**src/rtl/ddr_word_aligner.sv**
```systemverilog
// rtl/ddr_word_aligner.sv - DDR bit-pair deserializer with sync-word framing, lock tracking and a valid/ready output register
module ddr_word_aligner #(
    parameter int                WORD_W    = 16,
    parameter logic [WORD_W-1:0] SYNC_WORD = 16'hA5F0,
    parameter int                FRAME_LEN = 4,
    parameter int                MISS_MAX  = 2
) (
    input  logic              C,
    input  logic              R,
    input  logic              CE,
    input  logic              D1,
    input  logic              D2,
    output logic [WORD_W-1:0] DO,
    output logic              DV,
    input  logic              RDY,
    output logic              LOCK,
    output logic              SYNC,
    output logic              OVF
);

    localparam int PW = $clog2(WORD_W / 2);
    localparam int FW = $clog2(FRAME_LEN);
    localparam int MW = $clog2(MISS_MAX + 1);
    localparam logic [PW-1:0] PHASE_LAST = PW'(WORD_W / 2 - 1);
    localparam logic [FW-1:0] SLOT_LAST  = FW'(FRAME_LEN - 1);
    localparam logic [MW-1:0] MISS_LIMIT = MW'(MISS_MAX);

    typedef enum logic {S_HUNT, S_LOCKED} state_t;

    state_t            r_state;
    logic [WORD_W-2:0] r_sr;
    logic              r_offset;
    logic [PW-1:0]     r_phase;
    logic [FW-1:0]     r_word;
    logic [MW-1:0]     r_miss;
    logic [WORD_W-1:0] r_do;
    logic              r_dv;
    logic              r_sync;
    logic              r_ovf;

    logic [WORD_W:0]   w_sr_n;
    logic [WORD_W-1:0] w_w0;
    logic [WORD_W-1:0] w_w1;
    logic [WORD_W-1:0] w_word;
    logic [MW-1:0]     w_miss_inc;

    state_t            w_state_n;
    logic              w_offset_n;
    logic [PW-1:0]     w_phase_n;
    logic [FW-1:0]     w_word_n;
    logic [MW-1:0]     w_miss_n;
    logic              w_sync_n;
    logic              w_offer;

    // Only the low WORD_W-1 bits of the widened window survive to the next shift.
    assign w_sr_n     = {r_sr, D1, D2};
    assign w_w0       = w_sr_n[WORD_W-1:0];
    assign w_w1       = w_sr_n[WORD_W:1];
    assign w_word     = r_offset ? w_w1 : w_w0;
    assign w_miss_inc = r_miss + 1'b1;

    always_comb begin
        w_state_n  = r_state;
        w_offset_n = r_offset;
        w_phase_n  = r_phase;
        w_word_n   = r_word;
        w_miss_n   = r_miss;
        w_sync_n   = 1'b0;
        w_offer    = 1'b0;
        if (CE) begin
            case (r_state)
                S_HUNT: begin
                    if (w_w0 == SYNC_WORD || w_w1 == SYNC_WORD) begin
                        w_offset_n = (w_w0 != SYNC_WORD);
                        w_state_n  = S_LOCKED;
                        w_sync_n   = 1'b1;
                        w_phase_n  = '0;
                        w_word_n   = FW'(1);
                        w_miss_n   = '0;
                    end
                end
                S_LOCKED: begin
                    if (r_phase == PHASE_LAST) begin
                        w_phase_n = '0;
                        w_word_n  = (r_word == SLOT_LAST) ? '0 : r_word + 1'b1;
                        if (r_word == '0) begin
                            if (w_word == SYNC_WORD) begin
                                w_sync_n = 1'b1;
                                w_miss_n = '0;
                            end else begin
                                w_miss_n = w_miss_inc;
                                if (w_miss_inc == MISS_LIMIT) begin
                                    w_state_n = S_HUNT;
                                end
                            end
                        end else begin
                            w_offer = 1'b1;
                        end
                    end else begin
                        w_phase_n = r_phase + 1'b1;
                    end
                end
                default: w_state_n = S_HUNT;
            endcase
        end
    end

    always_ff @(posedge C) begin
        if (R) begin
            r_state  <= S_HUNT;
            r_sr     <= '0;
            r_offset <= 1'b0;
            r_phase  <= '0;
            r_word   <= '0;
            r_miss   <= '0;
            r_sync   <= 1'b0;
        end else begin
            r_state  <= w_state_n;
            r_offset <= w_offset_n;
            r_phase  <= w_phase_n;
            r_word   <= w_word_n;
            r_miss   <= w_miss_n;
            r_sync   <= w_sync_n;
            if (CE) begin
                r_sr <= w_sr_n[WORD_W-2:0];
            end
        end
    end

    // A word arriving while the previous one is still stalled is lost, not queued.
    always_ff @(posedge C) begin
        if (R) begin
            r_do  <= '0;
            r_dv  <= 1'b0;
            r_ovf <= 1'b0;
        end else if (w_offer) begin
            if (!r_dv || RDY) begin
                r_do <= w_word;
                r_dv <= 1'b1;
            end else begin
                r_ovf <= 1'b1;
            end
        end else if (r_dv && RDY) begin
            r_dv <= 1'b0;
        end
    end

    assign DO   = r_do;
    assign DV   = r_dv;
    assign LOCK = (r_state == S_LOCKED);
    assign SYNC = r_sync;
    assign OVF  = r_ovf;

endmodule

```
**config.mk**
```make
export PLATFORM = sky130hd
export DESIGN_NAME = ddr_word_aligner
export DESIGN_NICKNAME = d
export VERILOG_FILES = /design/src/rtl/ddr_word_aligner.sv
export SDC_FILE = /design/constraint.sdc
export NUM_CORES = 1
export LEC_CHECK = 0
export CORE_ASPECT_RATIO = 1.4
export CORE_MARGIN = 4
export CORE_UTILIZATION = 58
export DETAILED_ROUTE_END_ITERATION = 10
export GPL_ROUTABILITY_DRIVEN = 0
export GPL_TIMING_DRIVEN = 0
export MAX_ROUTING_LAYER = met4
export PLACE_DENSITY = 0.83
export SYNTH_ARGS = -nofsm -noshare
export SYNTH_HDL_FRONTEND = slang
export SYNTH_SLANG_ARGS = --single-unit
```
**constraint.sdc**
```tcl
create_clock -name C -period 3.2 [get_ports C]
set_clock_uncertainty 0.1 [all_clocks]
set_input_delay 0.48 -clock C [delete_from_list [all_inputs] [get_ports C]]
set_output_delay 0.48 -clock C [all_outputs]
set_load 0.01 [all_outputs]
```
# After elaboration in Yosys (flattened, before gate mapping)
# Index checks and enable logic that the tools add are counted.
dict set report totals {
  ff_bits 43
  output_inout_bits 20
}
dict set report classes {
  addsub 3
  eq_ne 11
  n_mux 30
  n_bitwise 3
  reduce_logical 14
}
# op count
set op_table {}
lappend op_table {{16-bit == test, second input constant} 3}
lappend op_table {{16-bit 2-to-1 mux} 1}
lappend op_table {{16-bit != test, second input constant} 1}
lappend op_table {{1-bit 2-to-1 mux} 15}
lappend op_table {{2-bit 2-to-1 mux} 7}
lappend op_table {{2-bit one-hot mux with 2 select lines} 2}
lappend op_table {{2-bit AND reduction} 4}
lappend op_table {{3-bit 2-to-1 mux} 2}
lappend op_table {{2-bit by 1-bit != test with 1-bit output, second input constant} 3}
lappend op_table {{3-bit one-hot mux with 2 select lines} 1}
lappend op_table {{3-bit AND reduction} 2}
lappend op_table {{2-bit by 1-bit adder with 2-bit output, second input constant} 2}
lappend op_table {{2-bit == test, second input constant} 2}
lappend op_table {{1-bit one-hot mux with 2 select lines} 2}
lappend op_table {{4-bit AND reduction} 1}
lappend op_table {{3-bit by 1-bit adder with 3-bit output, second input constant} 1}
lappend op_table {{3-bit == test, second input constant} 1}
lappend op_table {{1-bit inverter} 3}
lappend op_table {{2-bit zero test} 1}
lappend op_table {{1-bit logical OR} 2}
lappend op_table {{2-bit != test, second input constant} 1}
lappend op_table {{2-bit nonzero test} 1}
lappend op_table {{2-bit OR reduction} 1}
lappend op_table {{1-bit logical AND} 1}
lappend op_table {{1-bit zero test} 1}

# Logic depth before layout (Yosys ltp)
# Gate-level depths: netlist of the first run.
dict set report logic_depth {
  depth_word 7
  depth_mapped 7
  ltp_nobuf 6
}

# Worst setup path after synthesis of the first run
# OpenSTA, ideal clock, no wires.
dict set report synth_path {
  path_type {register to register}
  startpoint {register r_phase[0]}
  endpoint {register r_do[0] (netlist: DO[0])}
  arrival_time_ns 1.429
  path_slack_ns 1.533
  path_stages_with_launch 7
  n_path_buf 1
  synth_period_minus_slack_ns 1.667
  path_cell_list {dfxtp_1 > ha_1 > ha_1 > nand3_2 > nor3_2 > clkbuf_1 > a211oi_1}
}
dict set report synth_via {
  elab_chain_len 5
}
# item line_no
set synth_rtl {}
lappend synth_rtl {{start: declaration} 33} ;# logic [PW-1:0] r_phase;
lappend synth_rtl {{start signal: assignment} 120} ;# r_phase <= w_phase_n;
lappend synth_rtl {{3-bit == test} 83} ;# if (r_phase == PHASE_LAST) begin
lappend synth_rtl {{1-bit 2-to-1 mux} 83}
lappend synth_rtl {{1-bit 2-to-1 mux} 71} ;# case (r_state)
lappend synth_rtl {{1-bit 2-to-1 mux} 70} ;# if (CE) begin
lappend synth_rtl {{2-bit AND reduction (no line)} --}
lappend synth_rtl {{end signal: assignment} 138} ;# r_do <= w_word;
lappend synth_rtl {{end: declaration} 36} ;# logic [WORD_W-1:0] r_do;
# No other way between the ends.
# A chain may end at the register's enable or synchronous reset.

# Worst setup path after layout of the first run
dict set report layout_path {
  startpoint {register r_phase[0]}
  endpoint {register r_do[1] (netlist: DO[1])}
}
# Same word-level chain as after synthesis.

==> reports/results.ini, run 1 <==
[layout]
fin_nets=250
syn2layout_area_growth_pct=18.4
final_cells=280
final_area_um2=2370
diodes=0
drive_gt1_frac=0.104
postLayoutCoreUtil=0.709

[synth]
synth_ff_type=dfxtp_1
synth_area_um2=2000
seq_area_frac_synth=0.430
netlist_instances=209
synth_edf_count=0
synth_top_area_frac=0.430
ys_types=40
yosys_warnings=0
yosys_register_bits=43
syn_nets=220
synth_area_leader_cell=dfxtp_1
synth-async-reset-ratio=0
synth.most_common_cell=dfxtp_1
ys_top_cells_by_area=dfxtp_1 43%, mux2i_1 15%, nor2_1 7.1%, a211oi_1 5.6%, ha_1 3.1%
ys_top_cells_by_count=43 x dfxtp_1, 38 x nor2_1, 31 x mux2i_1
avgSynthCellArea_um2=9.58

[timing]
tns_ps=0
slew_headroom=0.697
hold_viol_final=0
worstMarginPinSlew_ps=455
rsz0062_at_grt=false
finalMaxSlewViolations=0
finalCriticalPeriod_ps=2060
timing.final.crit_share=0.643
clock.fmax_ghz=0.486
finalSetupViolations=0

[worst_setup_path]
cp_slowest_cell=dfxtp_1
crit_arrival_ps=2120
crit_fanout=10
cp_common_cell=ha_1
crit_chain=ha_1 > ha_1 > nand3_2 > nor3_2 > clkbuf_1 > a211oi_1
crit_type=flip-flop to flip-flop
start_kind=flip-flop
critPathMaxStageDelay_ps=390
endpoint_kind=flip-flop
crit_required_ps=3260

[power]
p_total_mw=0.922
power_frac_clock=0.367
swShare=0.234
netSwitchingPower_mw=0.216
p_leak_nw=0.799
irDropWorstVdd_uv=408
cellPowerDensity_nw_per_um2=389
intPower_mw=0.706
combPwrFrac=0.043
p_seq_frac=0.589

[grt]
antenna_found_initial=0
grt_util_all_layers=0.214
overflow=0
grt_pass1_vias=1570
grt_max_degree=15
grt_pass1_wl_mm=7.31

[drt]
vias=1605
post_drt_wl_per_cell_um=14.7
firstDrtPassIters=4
wl_mm=4.13
dr.first_iter.drc_count=45
vias_per_cell=5.73
ant_nets=0
drc=0

[clocking]
path_clk_slew_ps=80
hold_buffers=0
cts_setup_buffers=0
ctsRootBufferMaster=clkbuf_8
htree_num_levels=2
post_cts_resized=0
cts_buffer_depth=2
cts_tree=done
worstSkewPairLatency_ps=300
clock-sinks=43
cts_inserted_buffers=5

[placement]
dp.cells=272
place_area_um2=2280
portBuffers=23
dpl.hpwl_mm=3.12

[floorplan]
die_w_um=57.7
start_util=0.599
placementRows=25
io_pins=26
die_area_um2=4470
core_um2=3350
die_y_um=77.5

[job]
timing.max_cap.violations=0

[min_path]
hp-class=flip-flop to flip-flop

[status]
status=finished clean

## registers in the layout, indices dropped and copies added (netlist names)
signal	count
SYNC	1
OVF	1
r_miss	2
LOCK	1
r_phase	3
DV	1
r_sr	15
r_word	2
r_offset	1
DO	16
## worst max-delay path, delay by kind of cell, from the launching register on
kind | cells | cell delay (ps)
and+or+nand+nor | 2 | 460
DFF | 1 | 390
buffers and inverters | 1 | 390
AOI/OAI and AO/OA | 1 | 140
adders and majority gates | 2 | 430
## final timing paths
check	start	cells past startpoint	endpoint	slack [ps]
setup / recovery	r_phase[0]	6	DO[1]	1140
hold / removal	r_miss[0]	1	r_miss[0]	380
setup reg to reg	r_phase[0]	6	DO[1]	1140
hold reg to reg	r_miss[0]	1	r_miss[0]	380
## power by group through the flow
stage               Clock (mW)  Sequential, mW  Combinational (mW)
detailed placement           0           0.556              0.0397
global placement             0           0.556              0.0392
floorplan                    0           0.554              0.0282
global route             0.371           0.544              0.0433
finish                   0.339           0.543              0.0397
CTS                      0.345           0.543              0.0399
## through the flow
stage	worst slack (ps)	hold slack (ps)
floorplan	1530	346
global placement	947	351
detailed placement	929	366
CTS	1130	383
global route	894	402
finish	1140	379
## layer usage
metal / global-route usage / routed length (um)
met1: 0.243 / 1710
met2: 0.353 / 2140
met3: 0.0466 / 183
met4: 0.0974 / 89
met5: - / 0
## cell families (layout without fill, tap and decap cells)
| group | Yosys count | count (layout) | share of synthesized area |
|---|---|---|---|
| adders and majority gates | 5 | 5 | 0.0312 |
| and+or+nand+nor | 79 | 79 | 0.224 |
| AOI/OAI and AO/OA | 33 | 33 | 0.122 |
| muxes | 31 | 31 | 0.155 |
| buffers and inverters | 18 | 49 | 0.0381 |
| DFF | 43 | 43 | 0.430 |
## cells in the final DEF (no fill, tap or decap), drive strengths merged, types with 3 or more instances in the layout
master	instances
nand4	6
mux2i	31
a211oi	16
dfxtp	43
nor2b	3
clkdlybuf4s50	23
ha	5
nor3	3
inv	4
nand3b	5
clkbuf	12
nor2	39
a21oi	6
buf	7
nand3	6
nand2	6
## area by class of cell
class | count | area (um2)
multi-input cells | 148 | 1070
fillers | 256 | 975
flip-flops and latches | 43 | 861
repair buffers | 23 | 230
clock buffers | 5 | 68.8
plain buffers | 14 | 61.3
well taps | 40 | 50.0
clock inverters | 3 | 20.0
inverters | 4 | 15.0
Note: power is estimated with default switching activity, not from simulation.
==> run 2, diff against run 1 <==
--- a/config.mk
+++ b/config.mk
@@ -7,12 +7,12 @@
 export LEC_CHECK = 0
 export CORE_ASPECT_RATIO = 1.4
 export CORE_MARGIN = 4
-export CORE_UTILIZATION = 58
+export CORE_UTILIZATION = 54
 export DETAILED_ROUTE_END_ITERATION = 10
 export GPL_ROUTABILITY_DRIVEN = 0
 export GPL_TIMING_DRIVEN = 0
 export MAX_ROUTING_LAYER = met4
-export PLACE_DENSITY = 0.83
+export PLACE_DENSITY = 0.78
 export SYNTH_ARGS = -nofsm -noshare
 export SYNTH_HDL_FRONTEND = slang
 export SYNTH_SLANG_ARGS = --single-unit
==> constraint.sdc (replaced) <==
create_clock -name C -period 2 [get_ports C]
set_clock_uncertainty 0.1 [all_clocks]
set_input_delay 0.3 -clock C [delete_from_list [all_inputs] [get_ports C]]
set_output_delay 0.3 -clock C [all_outputs]
set_load 0.01 [all_outputs]
==> run 2 against run 1 <==
  * First-iteration DRC count rose by 2.2%
  * Hold slack got worse by 14 ps
  * Combinational power rose by 63%
  * Critical path depth rose by 2
  * Final cell count did not move
  * Clock-buffer cell count rose by 1
  * Sequential share of layout area fell by 0.33 points
  * Routed wire length rose by 4.8%
  * Largest power group unchanged
==> reports/results.ini, run 2 (synthesis gave the netlist of run 1 again) <==
[layout]
layout_commonest_cell=dfxtp_1
drive_gt1_frac=0.117
mostFrequentLayoutCells=42 x dfxtp_1, 38 x nor2_1, 31 x mux2i_1
diodes=0
largest_register_ffs=16
final_cells=280
final_area_um2=2400
syn2layout_area_growth_pct=19.7
fin_nets=252

[power]
combPwrFrac=0.045
intPower_mw=1.12
cellPowerDensity_nw_per_um2=597
p_seq_frac=0.607
netSwitchingPower_mw=0.312
power_frac_clock=0.347
p_leak_nw=0.810
swShare=0.218
irDropWorstVdd_uv=610

[floorplan]
die_w_um=59.5
placementRows=25
die_area_um2=4760
start_util=0.577
die_y_um=80.1
core_um2=3470
io_pins=26

[clocking]
cts_tree=done
clock-sinks=43
path_clk_slew_ps=70
hold_buffers=0
ctsRootBufferMaster=clkbuf_8
cts_buffer_depth=2
cts_inserted_buffers=5
htree_num_levels=2
worstSkewPairLatency_ps=290

[timing]
finalSetupViolations=0
clock.fmax_ghz=0.532
finalCriticalPeriod_ps=1880
timing.final.crit_share=0.941
hold_viol_final=0
slew_headroom=0.646
finalMaxSlewViolations=0
worstMarginPinSlew_ps=531
tns_ps=0

[worst_setup_path]
crit_chain=ha_1 > ha_2 > nand3_2 > nor3_4 > buf_4 > buf_2 > nor2_1 > a211oi_1
start_kind=flip-flop
crit_family=simple AND/OR/NAND/NOR gates
endpoint_kind=flip-flop
crit_start=r_phase[0]
crit_type=flip-flop to flip-flop
crit_fanout=6
crit_required_ps=2100
cp_slowest_cell=dfxtp_2
crit_arrival_ps=1980
r2r_start=r_phase[0]
cp.buffers_inverters=2
critPathMaxStageDelay_ps=360

[drt]
vias_per_cell=5.84
ant_nets=0
drc=0
dr.first_iter.drc_count=46
firstDrtPassIters=5
wl_mm=4.32
post_drt_wl_per_cell_um=15.4
vias=1635

[status]
status=finished clean

[job]
timing.max_cap.violations=0

[grt]
overflow=0
antenna_found_initial=0
grt_util_all_layers=0.210
grt_pass1_vias=1520
grt_max_degree=12
grt_pass1_wl_mm=7.41

[placement]
place_area_um2=2280
portBuffers=23
dp.cells=272
dpl.hpwl_mm=3.15

[min_path]
hp-class=primary input to flip-flop
hp-start=R

## run 2: final cells by class
class / count / area [um2]
Buffer: 14 / 75.1
Clock buffer: 6 / 72.6
Fill cell: 295 / 1070
Inverter: 4 / 15.0
Multi-Input combinational cell: 148 / 1080
Sequential cell: 43 / 862
Tap cell: 40 / 50.0
Timing Repair Buffer: 25 / 243
## run 2: stage by stage
step	worst slack, ps	total power [mW]	utilization	hold WS [ps]
global placement	-83.5	0.953	0.658	357
finish	119	1.43	0.690	366
CTS	13.2	1.44	0.681	350
detailed placement	-112	0.953	0.658	363
floorplan	333	0.931	-	346
global route	-16.0	1.49	0.690	414
## run 2: path summary, 6_finish.rpt
path / endpoint / slack (ps) / cells past startpoint
setup / recovery: DO[9] / 120 / 8
hold / removal: SYNC / 370 / 2
hold reg to reg: r_miss[0] / 370 / 1
setup reg to reg: DO[9] / 120 / 8
## run 2: repair_timing
item	CTS	global route
endpoints found under the hold margin	0	0
resized for setup	2	9
buffers inserted	0	1
pin swaps	0	1
gates cloned	0	1
setup endpoints to repair	14	15
## run 2: metal layers
metal / track usage / wire, um / vias to the layer above
li1: - / - / 814
met1: 0.245 / 1800 / 773
met2: 0.347 / 2300 / 42
met3: 0.0434 / 173 / 6
met4: 0.0862 / 54 / 0
met5: - / 0 / -
## run 2: power by group through the flow
stage	sequential (mW)	clock (mW)	combinational, mW
3_5_place_dp	0.889	0	0.0638
4_1_cts	0.869	0.509	0.0643
6_report	0.870	0.497	0.0647
3_3_place_gp	0.889	0	0.0636
2_1_floorplan	0.886	0	0.0450
5_1_grt	0.870	0.552	0.0701
==> run 3, diff against run 2 <==
--- a/config.mk
+++ b/config.mk
@@ -5,14 +5,15 @@
 export SDC_FILE = /design/constraint.sdc
 export NUM_CORES = 1
 export LEC_CHECK = 0
+export ABC_AREA = 1
 export CORE_ASPECT_RATIO = 1.4
 export CORE_MARGIN = 4
-export CORE_UTILIZATION = 54
+export CORE_UTILIZATION = 56
 export DETAILED_ROUTE_END_ITERATION = 10
 export GPL_ROUTABILITY_DRIVEN = 0
 export GPL_TIMING_DRIVEN = 0
 export MAX_ROUTING_LAYER = met4
-export PLACE_DENSITY = 0.78
+export PLACE_DENSITY = 0.8
 export SYNTH_ARGS = -nofsm -noshare
 export SYNTH_HDL_FRONTEND = slang
 export SYNTH_SLANG_ARGS = --single-unit
==> run 3 against run 2 <==
  * Worst setup slack better by 59 ps
  * First-iteration DRC count up 120%
  * Register-to-register slack better by 60 ps
  * Routed wire length up 17%
  * Critical path depth up 1
  * Synthesized cell count up 63%
  * Combinational power up 110%
  * Sequential share of layout area down 4.1 points
  * Critical endpoint is now DO[12]
  * Largest power group unchanged
==> reports/results.ini, run 3 <==
[clocking]
post_cts_resized=0
cts_buffer_depth=2
ctsRootBufferMaster=clkbuf_8
cts_inserted_buffers=5
hold_buffers=0
cts_tree=done
htree_num_levels=2
path_clk_slew_ps=80
worstSkewPairLatency_ps=300
clock-sinks=43

[synth]
avgSynthCellArea_um2=6.67
synth_edf_count=0
syn_nets=352
synth_area_leader_cell=dfxtp_1
synth_top_area_frac=0.378
synth.most_common_cell=nand2_1
synth_area_um2=2280
ys_types=27
synth-async-reset-ratio=0
synth_ff_type=dfxtp_1
yosys_register_bits=43
seq_area_frac_synth=0.378
yosys_warnings=0
ys_top_cells_by_count=101 x nand2_1, 43 x dfxtp_1, 36 x a21oi_1
ys_top_cells_by_area=dfxtp_1 38%, nand2_1 17%, a21oi_1 7.9%, nand3_1 5.3%, inv_1 5.3%
netlist_instances=341

[layout]
drive_gt1_frac=0.101
syn2layout_area_growth_pct=18.6
diodes=0
largest_register_ffs=16
mostFrequentLayoutCells=101 x nand2_1, 43 x dfxtp_1, 36 x a21oi_1
fin_nets=385
final_area_um2=2700
fillCellCount=361
layout_commonest_cell=nand2_1
postLayoutCoreUtil=0.689

[drt]
firstDrtPassIters=4
dr.first_iter.drc_count=101
vias=2156
post_drt_wl_per_cell_um=12.1
ant_nets=0
wl_mm=5.05
drc=0
vias_per_cell=5.16

[timing]
worstMarginPinSlew_ps=493
clock.fmax_ghz=0.549
whs_ps=357
slew_headroom=0.672
timing.final.crit_share=0.911
finalSetupViolations=0
finalCriticalPeriod_ps=1820
finalMaxSlewViolations=0
hold_viol_final=0
finalWorstSetupSlack_ps=178

[grt]
overflow=0
grt_pass1_wl_mm=8.86
grt_util_all_layers=0.226
antenna_found_initial=0
grt_pass1_vias=2004
grt_max_degree=13

[min_path]
hp-class=flip-flop to flip-flop
whs_path_depth=2

[floorplan]
placementRows=27
die_w_um=61.9
start_util=0.581
io_pins=26
die_area_um2=5160
core_um2=3920
die_y_um=83.4

[worst_setup_path]
endpoint_kind=flip-flop
crit_arrival_ps=1880
r2r.worst_path.cells=9
crit_fanout=10
start_kind=flip-flop
crit_required_ps=2060
crit_type=flip-flop to flip-flop

[placement]
portBuffers=25
dpl_worst_slack_ps=-45.0
dpl.hpwl_mm=3.90
place_area_um2=2580

[power]
irDropWorstVdd_uv=602
cellPowerDensity_nw_per_um2=604
p_total_mw=1.63
p_leak_nw=1.14

[job]
timing.max_cap.violations=0

[status]
status=finished clean

run 3: cell types whose count changed after synthesis, moves of 6 or more:
cell / change
inv_1: +28
buf_2: -7
a211oi_1: -15
nand3_1: +19
nor2_1: -8
nand2_1: +95
mux2i_1: -31
nand2_2: +6
o21ai_0: +17
a21oi_1: +31
run 3: where the power goes:
part	total, mW	leakage, nW	internal (mW)	switching (mW)
combinational	0.135	0.736	0.0455	0.0893
sequential	0.898	0.350	0.875	0.0229
clock	0.597	0.0515	0.315	0.282
total	1.63	1.14	1.24	0.394
run 3: kinds of logic (layout without fill, tap and decap cells):
logic type,after synthesis,in the layout,share of synthesized area
simple gates,179,179,0.344
compound gates,60,60,0.135
buf+inv,54,88,0.115
flops,43,43,0.378
fa+ha+maj,5,5,0.0275
run 3: timing repair:
item                                    CTS  global route
setup buffers                             0             1
endpoints found under the hold margin     0             0
endpoints found under the setup margin    0            11
run 3: metrics by stage:
| step | setup TNS, ps | instances |
|---|---|---|
| 4_1_cts | 0 | 417 |
| 3_3_place_gp | 0 | 409 |
| 5_1_grt | -10.6 | 418 |
| 2_1_floorplan | 0 | 341 |
| 6_report | 0 | 418 |
| 3_5_place_dp | -117 | 409 |
run 3: final cells by class:
class | instances | area [um2] | share of cell area
flip-flops and latches | 43 | 861 | 0.319
plain buffers | 15 | 109 | 0.0403
well taps | 43 | 53.8 | 0.0199
inverters | 39 | 154 | 0.0570
repair buffers | 26 | 270 | 0.100
multi-input cells | 244 | 1150 | 0.427
clock buffers | 8 | 100 | 0.0371
run 3: path summary, 6_finish.rpt:
path                                 start  slack, ps      to
worst max-delay path            r_phase[0]        180  DO[12]
worst min-delay path                DO[14]        360  DO[14]
worst min register to register      DO[14]        360  DO[14]
worst max register to register  r_phase[0]        180  DO[12]
run 3: critical path, stage by stage (launching register included):
cell and delay, ps:
dfxtp_1 370, ha_1 170, ha_1 220, nand2_1 130, nor3_4 210, buf_12 150
nand2_4 80, buf_6 150, nand2_1 60, a21oi_1 50
run 3: routing by layer:
layer	track usage	vias up	routed length [um]
met2	0.366	33	2580
met3	0.0482	10	203
met1	0.260	964	2130
li1	-	1149	-
met4	0.0946	0	136
met5	-	-	0
